## src/rtl/uart_rx_ctrl.sv

```systemverilog
// uart_rx_ctrl: drains a UART receiver into a show-ahead byte FIFO with saturating error counters
module uart_rx_ctrl #(
  parameter int DEPTH = 16,
  parameter int CNT_W = 8
) (
  input  logic                     clock,
  input  logic                     reset,
  input  logic [7:0]               rx_data,
  input  logic                     rx_dataready,
  input  logic                     rx_framing,
  input  logic                     rx_overrun,
  output logic                     rx_readdata,
  output logic                     rx_clearerr,
  output logic [7:0]               out_data,
  output logic                     out_valid,
  input  logic                     out_ready,
  output logic [$clog2(DEPTH):0]   fifo_count,
  output logic [CNT_W-1:0]         framing_cnt,
  output logic [CNT_W-1:0]         overrun_cnt,
  input  logic                     flush,
  input  logic                     stat_clear
);
  localparam int AW = $clog2(DEPTH);
  typedef enum logic {IDLE, WAIT} state_t;
  state_t state;
  logic [7:0] mem [DEPTH];
  logic [AW-1:0] wp, rp;
  logic arrive, fr_ev, push, pop, ov_ev, full;
  assign arrive = (state == IDLE) && rx_dataready;
  assign full = fifo_count == (AW+1)'(DEPTH);
  assign fr_ev = arrive && rx_framing;
  assign push = arrive && !rx_framing && !full;
  assign ov_ev = (fr_ev || push) && rx_overrun;
  assign pop = out_valid && out_ready;
  assign out_valid = fifo_count != '0;
  assign out_data = mem[rp];
  always_ff @(posedge clock or posedge reset) begin
    if (reset) begin
      state <= IDLE;
      wp <= '0;
      rp <= '0;
      fifo_count <= '0;
      rx_readdata <= 1'b0;
      rx_clearerr <= 1'b0;
      framing_cnt <= '0;
      overrun_cnt <= '0;
    end else begin
      rx_readdata <= fr_ev || push;
      rx_clearerr <= fr_ev || ov_ev;
      state <= (fr_ev || push) ? WAIT : (state == WAIT && !rx_dataready) ? IDLE : state;
      wp <= flush ? '0 : wp + AW'(push);
      rp <= flush ? '0 : rp + AW'(pop);
      fifo_count <= flush ? '0 : fifo_count + (AW+1)'(push) - (AW+1)'(pop);
      framing_cnt <= stat_clear ? '0 : (fr_ev && !(&framing_cnt)) ? framing_cnt + CNT_W'(1) : framing_cnt;
      overrun_cnt <= stat_clear ? '0 : (ov_ev && !(&overrun_cnt)) ? overrun_cnt + CNT_W'(1) : overrun_cnt;
    end
  end
  always_ff @(posedge clock) begin
    if (push && !flush) mem[wp] <= rx_data;
  end
endmodule

```

## config.mk

```make
export PLATFORM = sky130hd
export DESIGN_NAME = uart_rx_ctrl
export DESIGN_NICKNAME = d
export VERILOG_FILES = /design/src/rtl/uart_rx_ctrl.sv
export SDC_FILE = /design/constraint.sdc
export NUM_CORES = 1
export LEC_CHECK = 0
export CAP_MARGIN = 20
export CORE_MARGIN = 3
export CORE_UTILIZATION = 35
export DETAILED_ROUTE_END_ITERATION = 12
export PLACE_DENSITY = 0.52
export SYNTH_ARGS = -nofsm -noshare
export SYNTH_HDL_FRONTEND = slang
export SYNTH_SLANG_ARGS = --single-unit
```

## constraint.sdc

```tcl
create_clock -name clock -period 4.7 [get_ports clock]
set_clock_uncertainty 0.15 [all_clocks]
set_input_delay 0.705 -clock clock [delete_from_list [all_inputs] [get_ports clock]]
set_output_delay 0.705 -clock clock [all_outputs]
set_load 0.005 [all_outputs]
```

Word level (Yosys, flattened, before mapping)
Memory sizes are Yosys's and may differ from the RTL's.
Index checks and enable logic that the tools add are counted.
{ "word_totals": {"mem_bits_rw": 128, "reg_bits": 32, "in_bits": 16, "mem_count": 1} }
{ "op_classes": {"bitwise_logic": 1, "mux": 11, "n_addsub": 6, "n_reduce_logical": 24, "eq_ne": 1} }
{ "memory_table": {"columns": ["name", "depth", "word_bits", "read_ports", "rd_ports_with_merged_regs", "write_ports", "line", "text"], "rows": [
  ["mem", 16, 8, 1, 0, 1, "26", "logic [7:0] mem [DEPTH];"]
]} }
{ "op_table": {"columns": ["cell", "count"], "rows": [
  ["$mux W8", 4],
  ["$add A8 B1 Y8 const B", 2],
  ["$reduce_and A8 Y1", 2],
  ["$logic_and A1 B1 Y1", 10],
  ["$add A4 B1 Y4", 2],
  ["$mux W4", 2],
  ["$logic_not A1 Y1", 6],
  ["$reduce_bool A2 Y1", 3],
  ["$add A5 B1 Y5", 1],
  ["$eq A5 B5 Y1 const B", 1],
  ["$mux W5", 1],
  ["$reduce_bool A5 Y1", 1],
  ["$sub A5 B1 Y5", 1],
  ["$mux W1", 4],
  ["$logic_or A1 B1 Y1", 2],
  ["$not A1 Y1", 1]
]} }

Depth between registers and ports, before layout
Gate-level depths: netlist of run 1.
{ "depth": {"ltp_word": 9, "mapped_depth": 14, "depth_no_buf": 14} }

Least setup slack after synthesis of run 1
No wires, ideal clock.
{ "synth_timing": {"kind": "input -> register", "startpoint": "input port rx_dataready", "endpoint": "memory mem[1][0] (enable)", "cell_stages": 5, "t_arrival_ns": 2.192, "setup_slack_ns": 1.974, "required_time_ns": 4.167, "path_cell_list": "nand2b_1 > nor3_2 > inv_2 > or4b_4 > nor3_1"} }
{ "synth_via": {"elab_chain_cells": 6} }
{ "synth_lines": {"columns": ["item", "line", "text"], "rows": [
  ["start: declaration", "9", "input logic rx_dataready,"],
  ["$logic_and A1 B1 Y1", "29", "assign arrive = (state == IDLE) && rx_dataready;"],
  ["$logic_and A1 B1 Y1 (2 in a row)", "32", "assign push = arrive && !rx_framing && !full;"],
  ["$logic_and A1 B1 Y1", "59", "if (push && !flush) mem[wp] <= rx_data;"],
  ["$mux W1", "59", null],
  ["$mux W1 (implied by the code)", "59", null],
  ["end: declaration", "26", null]
]} }
Every way passes these cells.

Worst setup path after layout of run 1
{ "layout_timing": {"startpoint": "register rp[1]", "endpoint": "output port out_data[0]"} }
{ "layout_via": {"elab_chain_cells": 1} }
{ "layout_lines": {"columns": ["item", "line", "text"], "rows": [
  ["start: declaration", "27", "logic [AW-1:0] wp, rp;"],
  ["start signal: assignment", "52", "rp <= flush ? '0 : rp + AW'(pop);"],
  ["$mem_v2 Z16 W8", null, null],
  ["end: declaration", "14", "output logic [7:0] out_data,"]
]} }
Every way passes these cells.

==> flow_summary_export.csv, run 1 <==
group,metric,value,unit
status,outcome,"complete, no violations",
placed_design,number_of_buffers_inserted_by_port_buffering,47,
clocking,cts.root.buffer_cell,"sky130_fd_sc_hd__clkbuf_16",
clocking,cts_hold_buf,0,
setup_path,r2r-start,"fifo_count[2]",
logic_synthesis,synth.yosys.warnings,0,
sta,timing.final.crit_period,3.80,ns
global_route,global_route.overflow_total,0,
setup_path,timing.reg2reg.worst_path_depth,14,
logic_synthesis,synth.most_common_cell,"sky130_fd_sc_hd__edfxtp_1",
setup_path,worstPathRequired,3.85,ns
logic_synthesis,synth_compound_area_share,4.36,%
logic_synthesis,synth-simple-area-share,8.35,%
setup_path,maximum_fanout_along_the_worst_path,21,
placed_design,dpl.hpwl,8.93,mm
route,route.vias.total,3554,
sta,maxClockFrequency,263,MHz
logic_synthesis,synth_top_flop_cell,"sky130_fd_sc_hd__edfxtp_1",
logic_synthesis,synth_fa_ha_area_share,2.56,%
sta,worst_slew_pin_slew,1.04,ns
logic_synthesis,synth_area_leaders,"sky130_fd_sc_hd__edfxtp_1 (58%), sky130_fd_sc_hd__dfrtp_1 (12%), sky130_fd_sc_hd__mux4_2 (11%)",
clocking,numClockSinks,160,
logic_synthesis,cell_type_with_the_highest_aggregate_area_in_the_netlist,"sky130_fd_sc_hd__edfxtp_1",
floorplan,std_cell_rows,49,
placed_design,placedInstanceArea,7390,um^2
setup_path,timing.setup.critical_path_class,"reg2out",
logic_synthesis,ys_seq_elements,160,
logic_synthesis,yosys.area.top_type_share,57.9,%
cells_and_area,antenna_cells,0,
global_route,vias_in_the_first_global_route,3725,
sta,period_share,80.8,%
setup_path,startpoint_kind_of_the_worst_setup_timing_path,"flop",
sta,final-max-slew-violation-count,0,
clocking,postCtsSetupBuffers,0,
logic_synthesis,synth_cells,394,
sta,setup_total_negative_slack,0,ns
floorplan,floorplan.initialDensity,36.3,%
cells_and_area,final.fill_count,1637,
setup_path,crit_path_end,"out_data[0]",
setup_path,setup.worst_path.end_class,"output port",
global_route,global_route_wire_length_before_repair,21.6,mm
setup_path,worst_r2r_setup_slack,1.71,ns
clocking,cts.htree.levels,4,
cells_and_area,area_delta_synth_final,19.6,%
route,drc,0,
logic_synthesis,main_combinational_cell_family_by_area_after_synthesis,"multiplexers",
clocking,post_cts_gate_resize_count,0,
placed_design,finalWeightedCongestion,0.806,
floorplan,die_area,20600,um^2
sta,timing.final.hold_violations,0,
sta,slew-limit-headroom,30.6,%
cells_and_area,final_net_count,479,
route,drt-total-wl,13.8,mm
power_and_ir_drop,power_density,451,nW/um^2
setup_path,rr_endpoint,"fifo_count[4]",
global_route,grt_antenna_before_repair,0,
route,detailedRoute.firstIterationViolations,190,
min_path,hold_path.class,"reg2reg",
power_and_ir_drop,post-layout-total-power,3.58,mW
logic_synthesis,synth_async_sr_flop_share,20.0,%
route,route.detailed.vias_per_inst,5.14,
global_route,grt_start_max_net_pins,33,
placed_design,pre_cts_ws,1.19,ns
clocking,cts_inserted_buffers,17,
route,drt_first_pass_iters,4,
sta,setup-violations-final,0,
power_and_ir_drop,cellLeakagePower,2.69,nW
floorplan,top_ports,48,
logic_synthesis,synth_fp_nets,423,
sta,grt_setup_unrepaired,"false",
setup_path,worst_setup_path_startpoint,"rp[1]",
logic_synthesis,synth_enable_flop_cells,128,
logic_synthesis,synth.yosys.seq_area_share,70.0,%
route,wl_per_cell,19.9,um
logic_synthesis,total_standard_cell_area_after_synthesis,6640,um^2
logic_synthesis,synthMuxAreaShare,11.3,%
clocking,tritoncts,"done",
floorplan,design.core.area,18300,um^2
logic_synthesis,synth_xor_xnor_area_share,1.45,%
logic_synthesis,synth.cells.most_frequent,"sky130_fd_sc_hd__edfxtp_1 (128), sky130_fd_sc_hd__dfrtp_1 (32), sky130_fd_sc_hd__mux4_2 (32), sky130_fd_sc_hd__nor2_1 (28), sky130_fd_sc_hd__nand2_1 (17)",
global_route,global_route.usage.total,14.3,%
floorplan,die_width,144,um
floorplan,floorplan.die.height,144,um
clocking,insertion_delay,0.41,ns
sta,layout_setup_ws,0.904,ns
route,antenna_left,0,
logic_synthesis,synth.avg_cell_area,16.8,um^2
clocking,cts_buffer_depth,2,
cells_and_area,finish.instance_area,7930,um^2
cells_and_area,drive_above_1_share,16.2,%
job,drv_cap,0,
clocking,cts.clk_slew.worst_paths,0.06,ns
logic_synthesis,synth_cell_types,49,
power_and_ir_drop,power.ir.vdd_worst,0.260,mV
setup_path,critical_path_arrival,2.94,ns
==> cells by family after synthesis <==
| family | count (synthesis) |
|---|---|
| XOR/XNOR | 11 |
| flip-flops | 160 |
| buffers and inverters | 33 |
| multiplexers | 35 |
| AND/OR/NAND/NOR | 101 |
| adder cells (fa/ha/maj) | 13 |
| AO/OA/AOI/OAI | 41 |
==> power by group <==
group,total [mW],internal [mW],switching [mW]
logic,0.678,0.381,0.297
registers,1.63,1.57,0.0674
clock network,1.27,0.765,0.504
==> area by class of cell <==
cell class	instances	area, um^2	area share, %
sequential	160	4650	58.6
tap	229	287	3.61
inverter	16	60.1	0.757
multi-input combinational	201	1860	23.5
clock buffer	25	485	6.12
clock inverter	6	58.8	0.741
timing repair buffer	54	536	6.75
==> sequential cells by signal, indices dropped and copies added, names as in the netlist, 4 cells and up <==
name and flops:
wp 4, fifo_count 5, overrun_cnt 8, rp 4
framing_cnt 8, mem 128
==> how the worst min path moves through the flow <==
stage	from	to	cells after the start	slack [ns]
floorplan	state	state	2	0.38
global placement	framing_cnt[1]	framing_cnt[1]	2	0.41
detailed placement	framing_cnt[1]	framing_cnt[1]	2	0.43
CTS	state	state	2	0.44
global route	state	state	2	0.47
finish	framing_cnt[1]	framing_cnt[1]	2	0.44
==> per-layer routing <==
layer	track usage (%)	share of wire [%]	vias to the layer above
met5	0	0	-
met4	4.41	1.5	0
met3	4.13	3.7	12
met2	20.8	45	74
met1	20.8	49	1817
li1	-	-	1651
==> worst max-delay path: stages (launching register included) <==
cell and delay, ns:
sky130_fd_sc_hd__dfrtp_1 1.02, sky130_fd_sc_hd__buf_4 0.38, sky130_fd_sc_hd__mux4_2 0.35, sky130_fd_sc_hd__a22oi_1 0.23, sky130_fd_sc_hd__nand2_1 0.08, sky130_fd_sc_hd__clkdlybuf4s50_1 0.46
==> layout by cell type, fill, tap and decap left out, types with 6 or more instances in the layout <==
| cell | n |
|---|---|
| sky130_fd_sc_hd__edfxtp_1 | 128 |
| sky130_fd_sc_hd__clkdlybuf4s50_1 | 47 |
| sky130_fd_sc_hd__mux4_2 | 32 |
| sky130_fd_sc_hd__dfrtp_1 | 31 |
| sky130_fd_sc_hd__nor2_1 | 28 |
| sky130_fd_sc_hd__nand2_1 | 17 |
| sky130_fd_sc_hd__clkbuf_16 | 17 |
| sky130_fd_sc_hd__a22oi_1 | 16 |
| sky130_fd_sc_hd__inv_1 | 15 |
| sky130_fd_sc_hd__ha_1 | 12 |
| sky130_fd_sc_hd__nor2b_1 | 10 |
| sky130_fd_sc_hd__a21oi_1 | 7 |
| sky130_fd_sc_hd__nand3_1 | 7 |
| sky130_fd_sc_hd__nor3_1 | 7 |
| sky130_fd_sc_hd__xnor2_1 | 6 |
| sky130_fd_sc_hd__buf_4 | 6 |
==> stage by stage <==
stage | instances | utilization, % | hold WS, ns
2_1_floorplan | 394 | - | 0.378
3_3_place_gp | 660 | 40.4 | 0.405
3_5_place_dp | 660 | 40.4 | 0.428
4_1_cts | 691 | 43.4 | 0.445
5_1_grt | 691 | 43.4 | 0.472
6_report | 691 | 43.4 | 0.436
No activity file was read; power rests on OpenSTA's default activity.
==> inputs of run 2 (changes only) <==
==> constraint.sdc (replaced) <==
create_clock -name clock -period 3.53 [get_ports clock]
set_clock_uncertainty 0.15 [all_clocks]
set_input_delay 0.5295 -clock clock [delete_from_list [all_inputs] [get_ports clock]]
set_output_delay 0.5295 -clock clock [all_outputs]
set_load 0.005 [all_outputs]
==> run 2 against run 1 <==
Net effect:
- total power up 37%
- core utilization up 1.1 points
- combinational power up 45%
- global-route usage up 0.65 points
- count of clock-buffer cells in the layout down 6
- register-to-register slack worse by 1.2 ns
- via count up 4.0%
- sequential cell count unchanged
- first-iteration DRC count down 13%
- sequential share of layout area down 1.4 points
- wire length up 4.4%
==> flow_summary_export.csv, run 2 (synthesis results as in run 1) <==
group,metric,value,unit
status,outcome,"complete, no violations",
global_route,global_route.usage.total,14.9,%
placed_design,finalWeightedCongestion,0.757,
sta,setup-violations-final,0,
cells_and_area,layout.cells.most_common,"sky130_fd_sc_hd__edfxtp_1",
setup_path,r2r-start,"fifo_count[2]",
setup_path,critical_path_arrival,2.53,ns
setup_path,worst_path_largest_cell_delay,0.54,ns
floorplan,floorplan.die.height,144,um
setup_path,timing.reg2reg.worst_path_depth,14,
route,route.vias.total,3696,
placed_design,dpl.hpwl,9.13,mm
floorplan,die_area,20600,um^2
global_route,global_route.overflow_total,0,
setup_path,worst_r2r_setup_slack,0.53,ns
route,drt_first_pass_iters,4,
sta,final-max-slew-violation-count,0,
setup_path,startpoint_kind_of_the_worst_setup_timing_path,"flop",
floorplan,top_ports,48,
global_route,grt_antenna_before_repair,0,
sta,period_share,91.0,%
sta,grt_setup_unrepaired,"false",
sta,layout_setup_ws,0.316,ns
setup_path,critical-path-slowest-cell,"sky130_fd_sc_hd__dfrtp_4",
power_and_ir_drop,power.ir.vdd_worst,0.338,mV
power_and_ir_drop,post-layout-total-power,4.89,mW
sta,timing.final.crit_period,3.21,ns
route,wl_per_cell,20.1,um
floorplan,die_width,144,um
power_and_ir_drop,cellLeakagePower,2.83,nW
placed_design,placedInstanceArea,7500,um^2
clocking,cts.htree.levels,4,
clocking,tritoncts,"done",
clocking,cts_hold_buf,0,
route,drc,0,
route,antenna_left,0,
power_and_ir_drop,power_density,601,nW/um^2
clocking,cts.clk_slew.worst_paths,0.06,ns
clocking,cts.root.buffer_cell,"sky130_fd_sc_hd__clkbuf_16",
cells_and_area,largest_reg_flops,128,
setup_path,timing.setup.critical_path_class,"reg2out",
global_route,vias_in_the_first_global_route,3924,
global_route,grt_start_max_net_pins,26,
job,drv_cap,0,
route,route.detailed.vias_per_inst,5.15,
sta,slew-limit-headroom,45.2,%
placed_design,pre_cts_ws,0.249,ns
cells_and_area,area_delta_synth_final,22.6,%
sta,fin_worst_hold_slack,0.334,ns
sta,worst_slew_pin_slew,0.821,ns
cells_and_area,registers.top_by_ff_count,"mem",
route,drt-total-wl,14.4,mm
clocking,insertion_delay,0.42,ns
floorplan,floorplan.initialDensity,36.3,%
placed_design,number_of_buffers_inserted_by_port_buffering,47,
sta,timing.final.hold_violations,0,
setup_path,cp_num_cells,6,
clocking,numClockSinks,160,
setup_path,setup.worst_path.end_class,"output port",
floorplan,std_cell_rows,49,
cells_and_area,layout_top_registers,"mem: 128 flops, framing_cnt: 8 flops, overrun_cnt: 8 flops",
floorplan,design.core.area,18300,um^2
cells_and_area,final.fill_count,1627,
cells_and_area,leading_cell_types_in_the_layout_fill_and_taps_excluded,"sky130_fd_sc_hd__edfxtp_1 (128), sky130_fd_sc_hd__clkdlybuf4s50_1 (47), sky130_fd_sc_hd__mux4_2 (32), sky130_fd_sc_hd__dfrtp_1 (31), sky130_fd_sc_hd__buf_4 (31)",
setup_path,maximum_fanout_along_the_worst_path,8,
cells_and_area,total_area_of_multi_input_combinational_cells,1860,um^2
setup_path,cp_top_family,"buffers and inverters",
sta,maxClockFrequency,311,MHz
cells_and_area,seq_area,4650,um^2
cells_and_area,drive_above_1_share,21.1,%
setup_path,cp_num_buf_inv,3,
min_path,hold_path.class,"in2async",
sta,setup_total_negative_slack,0,ns
cells_and_area,finish.instance_area,8140,um^2
cells_and_area,final_net_count,504,
clocking,cts_inserted_buffers,17,
setup_path,worstPathRequired,2.85,ns
cells_and_area,antenna_cells,0,
global_route,global_route_wire_length_before_repair,22.5,mm
setup_path,worst_setup_path_startpoint,"rp[0]",
setup_path,timing.critical_path.cells,"buf_12 -> buf_4 -> mux4_2 -> a22oi_1 -> nand2_1 -> clkdlybuf4s50_1",
route,detailedRoute.firstIterationViolations,166,
clocking,cts_buffer_depth,2,
-- run 2: path summary, 6_finish.rpt --
path / end
worst min register to register: framing_cnt[1]
worst max-delay path: out_data[1]
worst min-delay path: overrun_cnt[5]
max in group asynchronous: rx_clearerr
worst max register to register: fifo_count[4]
min in group clock: framing_cnt[1]
-- run 2: what timing repair did --
item                       CTS  global route
resized for setup            1             0
setup buffers                0             8
setup endpoints to repair    2             1
-- run 2: worst reg2reg max path: cells and delay by family, from the launching register on --
family          cells  cell delay (ns)
flops               1             0.41
fa+ha+maj           4             0.92
buf+inv             4             0.34
simple gates        5             0.99
compound gates      1             0.10
-- run 2: layer usage --
| layer | wire, um | part of all wire [%] | global-route usage [%] | vias up |
|---|---|---|---|---|
| li1 | - | - | - | 1701 |
| met1 | 6640 | 46 | 20.3 | 1896 |
| met2 | 6970 | 48 | 23.8 | 83 |
| met3 | 581 | 4.0 | 4.33 | 16 |
| met4 | 187 | 1.3 | 3.87 | 0 |
| met5 | 0 | 0 | 0 | - |
-- run 2: final cells by class --
cell class                 instances  area share (%)
sequential                       160            57.1
multi-input combinational        201            22.9
timing repair buffer              79            8.89
clock buffer                      19            5.32
tap                              229            3.52
clock inverter                    13            1.55
inverter                          16           0.738
-- run 2: power by group --
group	leakage, nW	switching [mW]	internal, mW
sequential	1.58	0.0593	2.09
combinational	0.972	0.420	0.562
clock	0.274	0.778	0.987
-- run 2: metrics by stage --
stage / instances / util [%]
3_3_place_gp: 677 / 41.1
4_1_cts: 709 / 44.2
5_1_grt: 717 / 44.5
6_report: 717 / 44.5
3_5_place_dp: 677 / 41.1
2_1_floorplan: 394 / -
==> inputs of run 3 (changes only) <==
--- a/config.mk
+++ b/config.mk
@@ -6,10 +6,12 @@
 export NUM_CORES = 1
 export LEC_CHECK = 0
 export CAP_MARGIN = 20
+export CELL_PAD_IN_SITES_DETAIL_PLACEMENT = 0
+export CELL_PAD_IN_SITES_GLOBAL_PLACEMENT = 1
 export CORE_MARGIN = 3
 export CORE_UTILIZATION = 35
 export DETAILED_ROUTE_END_ITERATION = 12
-export PLACE_DENSITY = 0.52
+export PLACE_DENSITY = 0.59
 export SYNTH_ARGS = -nofsm -noshare
 export SYNTH_HDL_FRONTEND = slang
 export SYNTH_SLANG_ARGS = --single-unit
==> run 3 against run 2 <==
Net effect:
- core utilization hardly changed
- combinational power is 5.8% lower
- cell area hardly changed
- first-iteration DRC count is 32% higher
- die area stayed put
- sequential cell count stayed put
- critical path type unchanged
- critical endpoint is now out_data[4]
==> flow_summary_export.csv, run 3 (synthesis results as in run 1) <==
group,metric,value,unit
global_route,grt_antenna_before_repair,0,
power_and_ir_drop,power_switching_share,24.8,%
placed_design,pre_cts_ws,0.206,ns
power_and_ir_drop,clock_power_share,37.9,%
setup_path,setup.worst_path.end_class,"output port",
cells_and_area,largest_reg_flops,128,
power_and_ir_drop,power.ir.vdd_worst,0.370,mV
route,detailedRoute.firstIterationViolations,219,
clocking,tritoncts,"done",
clocking,cts.htree.levels,4,
setup_path,rr_endpoint,"fifo_count[4]",
job,drv_cap,0,
sta,timing.final.crit_period,3.27,ns
clocking,cts_buffer_depth,2,
power_and_ir_drop,post-layout-total-power,4.96,mW
sta,slew-limit-headroom,51.8,%
route,antenna_left,0,
setup_path,timing.reg2reg.worst_path_depth,14,
global_route,global_route.overflow_total,0,
clocking,numClockSinks,160,
sta,period_share,92.6,%
setup_path,r2r-start,"fifo_count[2]",
setup_path,worst_setup_path_startpoint,"rp[0]",
sta,layout_setup_ws,0.259,ns
cells_and_area,layout_top_registers,"mem: 128 flops, framing_cnt: 8 flops, overrun_cnt: 8 flops",
floorplan,floorplan.initialDensity,36.3,%
sta,worst_slew_pin_slew,0.721,ns
placed_design,number_of_buffers_inserted_by_port_buffering,47,
sta,grt_setup_unrepaired,"false",
cells_and_area,final_net_count,494,
floorplan,floorplan.die.height,144,um
power_and_ir_drop,switching_power,1.23,mW
cells_and_area,leading_cell_types_in_the_layout_fill_and_taps_excluded,"sky130_fd_sc_hd__edfxtp_1 (128), sky130_fd_sc_hd__clkdlybuf4s50_1 (47), sky130_fd_sc_hd__mux4_2 (32), sky130_fd_sc_hd__dfrtp_1 (31), sky130_fd_sc_hd__nor2_1 (28)",
setup_path,worst_r2r_setup_slack,0.57,ns
global_route,global_route.usage.total,14.7,%
clocking,post_cts_gate_resize_count,0,
global_route,grt_start_max_net_pins,28,
setup_path,maximum_fanout_along_the_worst_path,19,
route,drt_first_pass_iters,4,
global_route,global_route_wire_length_before_repair,21.9,mm
setup_path,worstPathRequired,2.85,ns
setup_path,crit_path_end,"out_data[4]",
placed_design,dpl.hpwl,9.15,mm
clocking,insertion_delay,0.42,ns
power_and_ir_drop,intPower,3.73,mW
cells_and_area,area_delta_synth_final,22.5,%
route,wl_per_cell,20.1,um
floorplan,std_cell_rows,49,
route,route.vias.total,3624,
power_and_ir_drop,cellLeakagePower,2.81,nW
power_and_ir_drop,power_density,610,nW/um^2
route,drt-total-wl,14.2,mm
setup_path,timing.setup.critical_path_class,"reg2out",
clocking,cts.clk_slew.worst_paths,0.06,ns
floorplan,die_area,20600,um^2
cells_and_area,registers.top_by_ff_count,"mem",
floorplan,top_ports,48,
power_and_ir_drop,power.combinational.fraction,18.6,%
cells_and_area,postLayoutCoreUtil,44.5,%
sta,setup-violations-final,0,
cells_and_area,drive_above_1_share,19.7,%
route,drc,0,
setup_path,startpoint_kind_of_the_worst_setup_timing_path,"flop",
setup_path,critical_path_arrival,2.59,ns
status,outcome,"complete, no violations",
floorplan,die_width,144,um
global_route,vias_in_the_first_global_route,3777,
clocking,cts_hold_buf,0,
route,route.detailed.vias_per_inst,5.13,
clocking,cts.root.buffer_cell,"sky130_fd_sc_hd__clkbuf_16",
sta,timing.final.hold_violations,0,
sta,setup_total_negative_slack,0,ns
power_and_ir_drop,seqPwrFrac,43.5,%
cells_and_area,antenna_cells,0,
cells_and_area,layout.cells.most_common,"sky130_fd_sc_hd__edfxtp_1",
sta,final-max-slew-violation-count,0,
min_path,hold_path.class,"in2async",
placed_design,finalWeightedCongestion,0.769,
clocking,postCtsSetupBuffers,0,
clocking,cts_inserted_buffers,17,
floorplan,design.core.area,18300,um^2
sta,maxClockFrequency,306,MHz
run 3: cell count changes in the layout (fill, tap and decap cells not counted), moves of 2 or more:
cell	before	now
sky130_fd_sc_hd__buf_4	31	19
sky130_fd_sc_hd__buf_12	1	3
sky130_fd_sc_hd__bufinv_16	1	3
sky130_fd_sc_hd__clkbuf_1	2	0
run 3: worst min-delay path by stage:
| stage | start | to | slack [ns] | cells past startpoint |
|---|---|---|---|---|
| 3_5_place_dp | state | state | 0.42 | 2 |
| 3_3_place_gp | state | state | 0.40 | 2 |
| 4_1_cts | reset | wp[0] | 0.33 | 2 |
| 5_1_grt | reset | wp[0] | 0.37 | 2 |
| 2_1_floorplan | state | state | 0.38 | 2 |
| 6_report | reset | wp[0] | 0.31 | 2 |
run 3: layout make-up:
| cell class | instances | area [um^2] |
|---|---|---|
| clock buffer | 17 | 425 |
| clock inverter | 15 | 180 |
| fill | 1617 | 10100 |
| inverter | 16 | 60.1 |
| multi-input combinational | 201 | 1860 |
| sequential | 160 | 4650 |
| tap | 229 | 287 |
| timing repair buffer | 69 | 673 |
run 3: metal layers:
| metal | wire, um | share of wire (%) | GRT usage [%] |
|---|---|---|---|
| met5 | 0 | 0 | 0 |
| met4 | 198 | 1.4 | 4.91 |
| met3 | 656 | 4.6 | 3.93 |
| met2 | 6920 | 49 | 23.5 |
| met1 | 6450 | 45 | 19.6 |
run 3: power groups by stage:
stage          Clock, mW  Combinational, mW  Sequential (mW)
5_1_grt             2.02               1.01             2.17
2_1_floorplan          0              0.600             2.16
3_5_place_dp           0              0.944             2.20
3_3_place_gp           0              0.936             2.20
6_report            1.88              0.925             2.16
4_1_cts             1.93              0.950             2.16
run 3: critical path: stages, from the launching register on:
cell                              delay (ns)
sky130_fd_sc_hd__dfrtp_2                0.55
sky130_fd_sc_hd__buf_12                 0.25
sky130_fd_sc_hd__mux4_2                 0.52
sky130_fd_sc_hd__a22oi_1                0.27
sky130_fd_sc_hd__nand2_1                0.11
sky130_fd_sc_hd__clkdlybuf4s50_1        0.45
run 3: metrics by stage:
stage               hold WS (ns)  cells  instance area, um^2
finish                     0.315    707                 8130
global route               0.369    707                 8130
CTS                        0.329    707                 8130
detailed placement         0.421    675                 7530
global placement           0.405    675                 7530
floorplan                  0.378    394                 6640
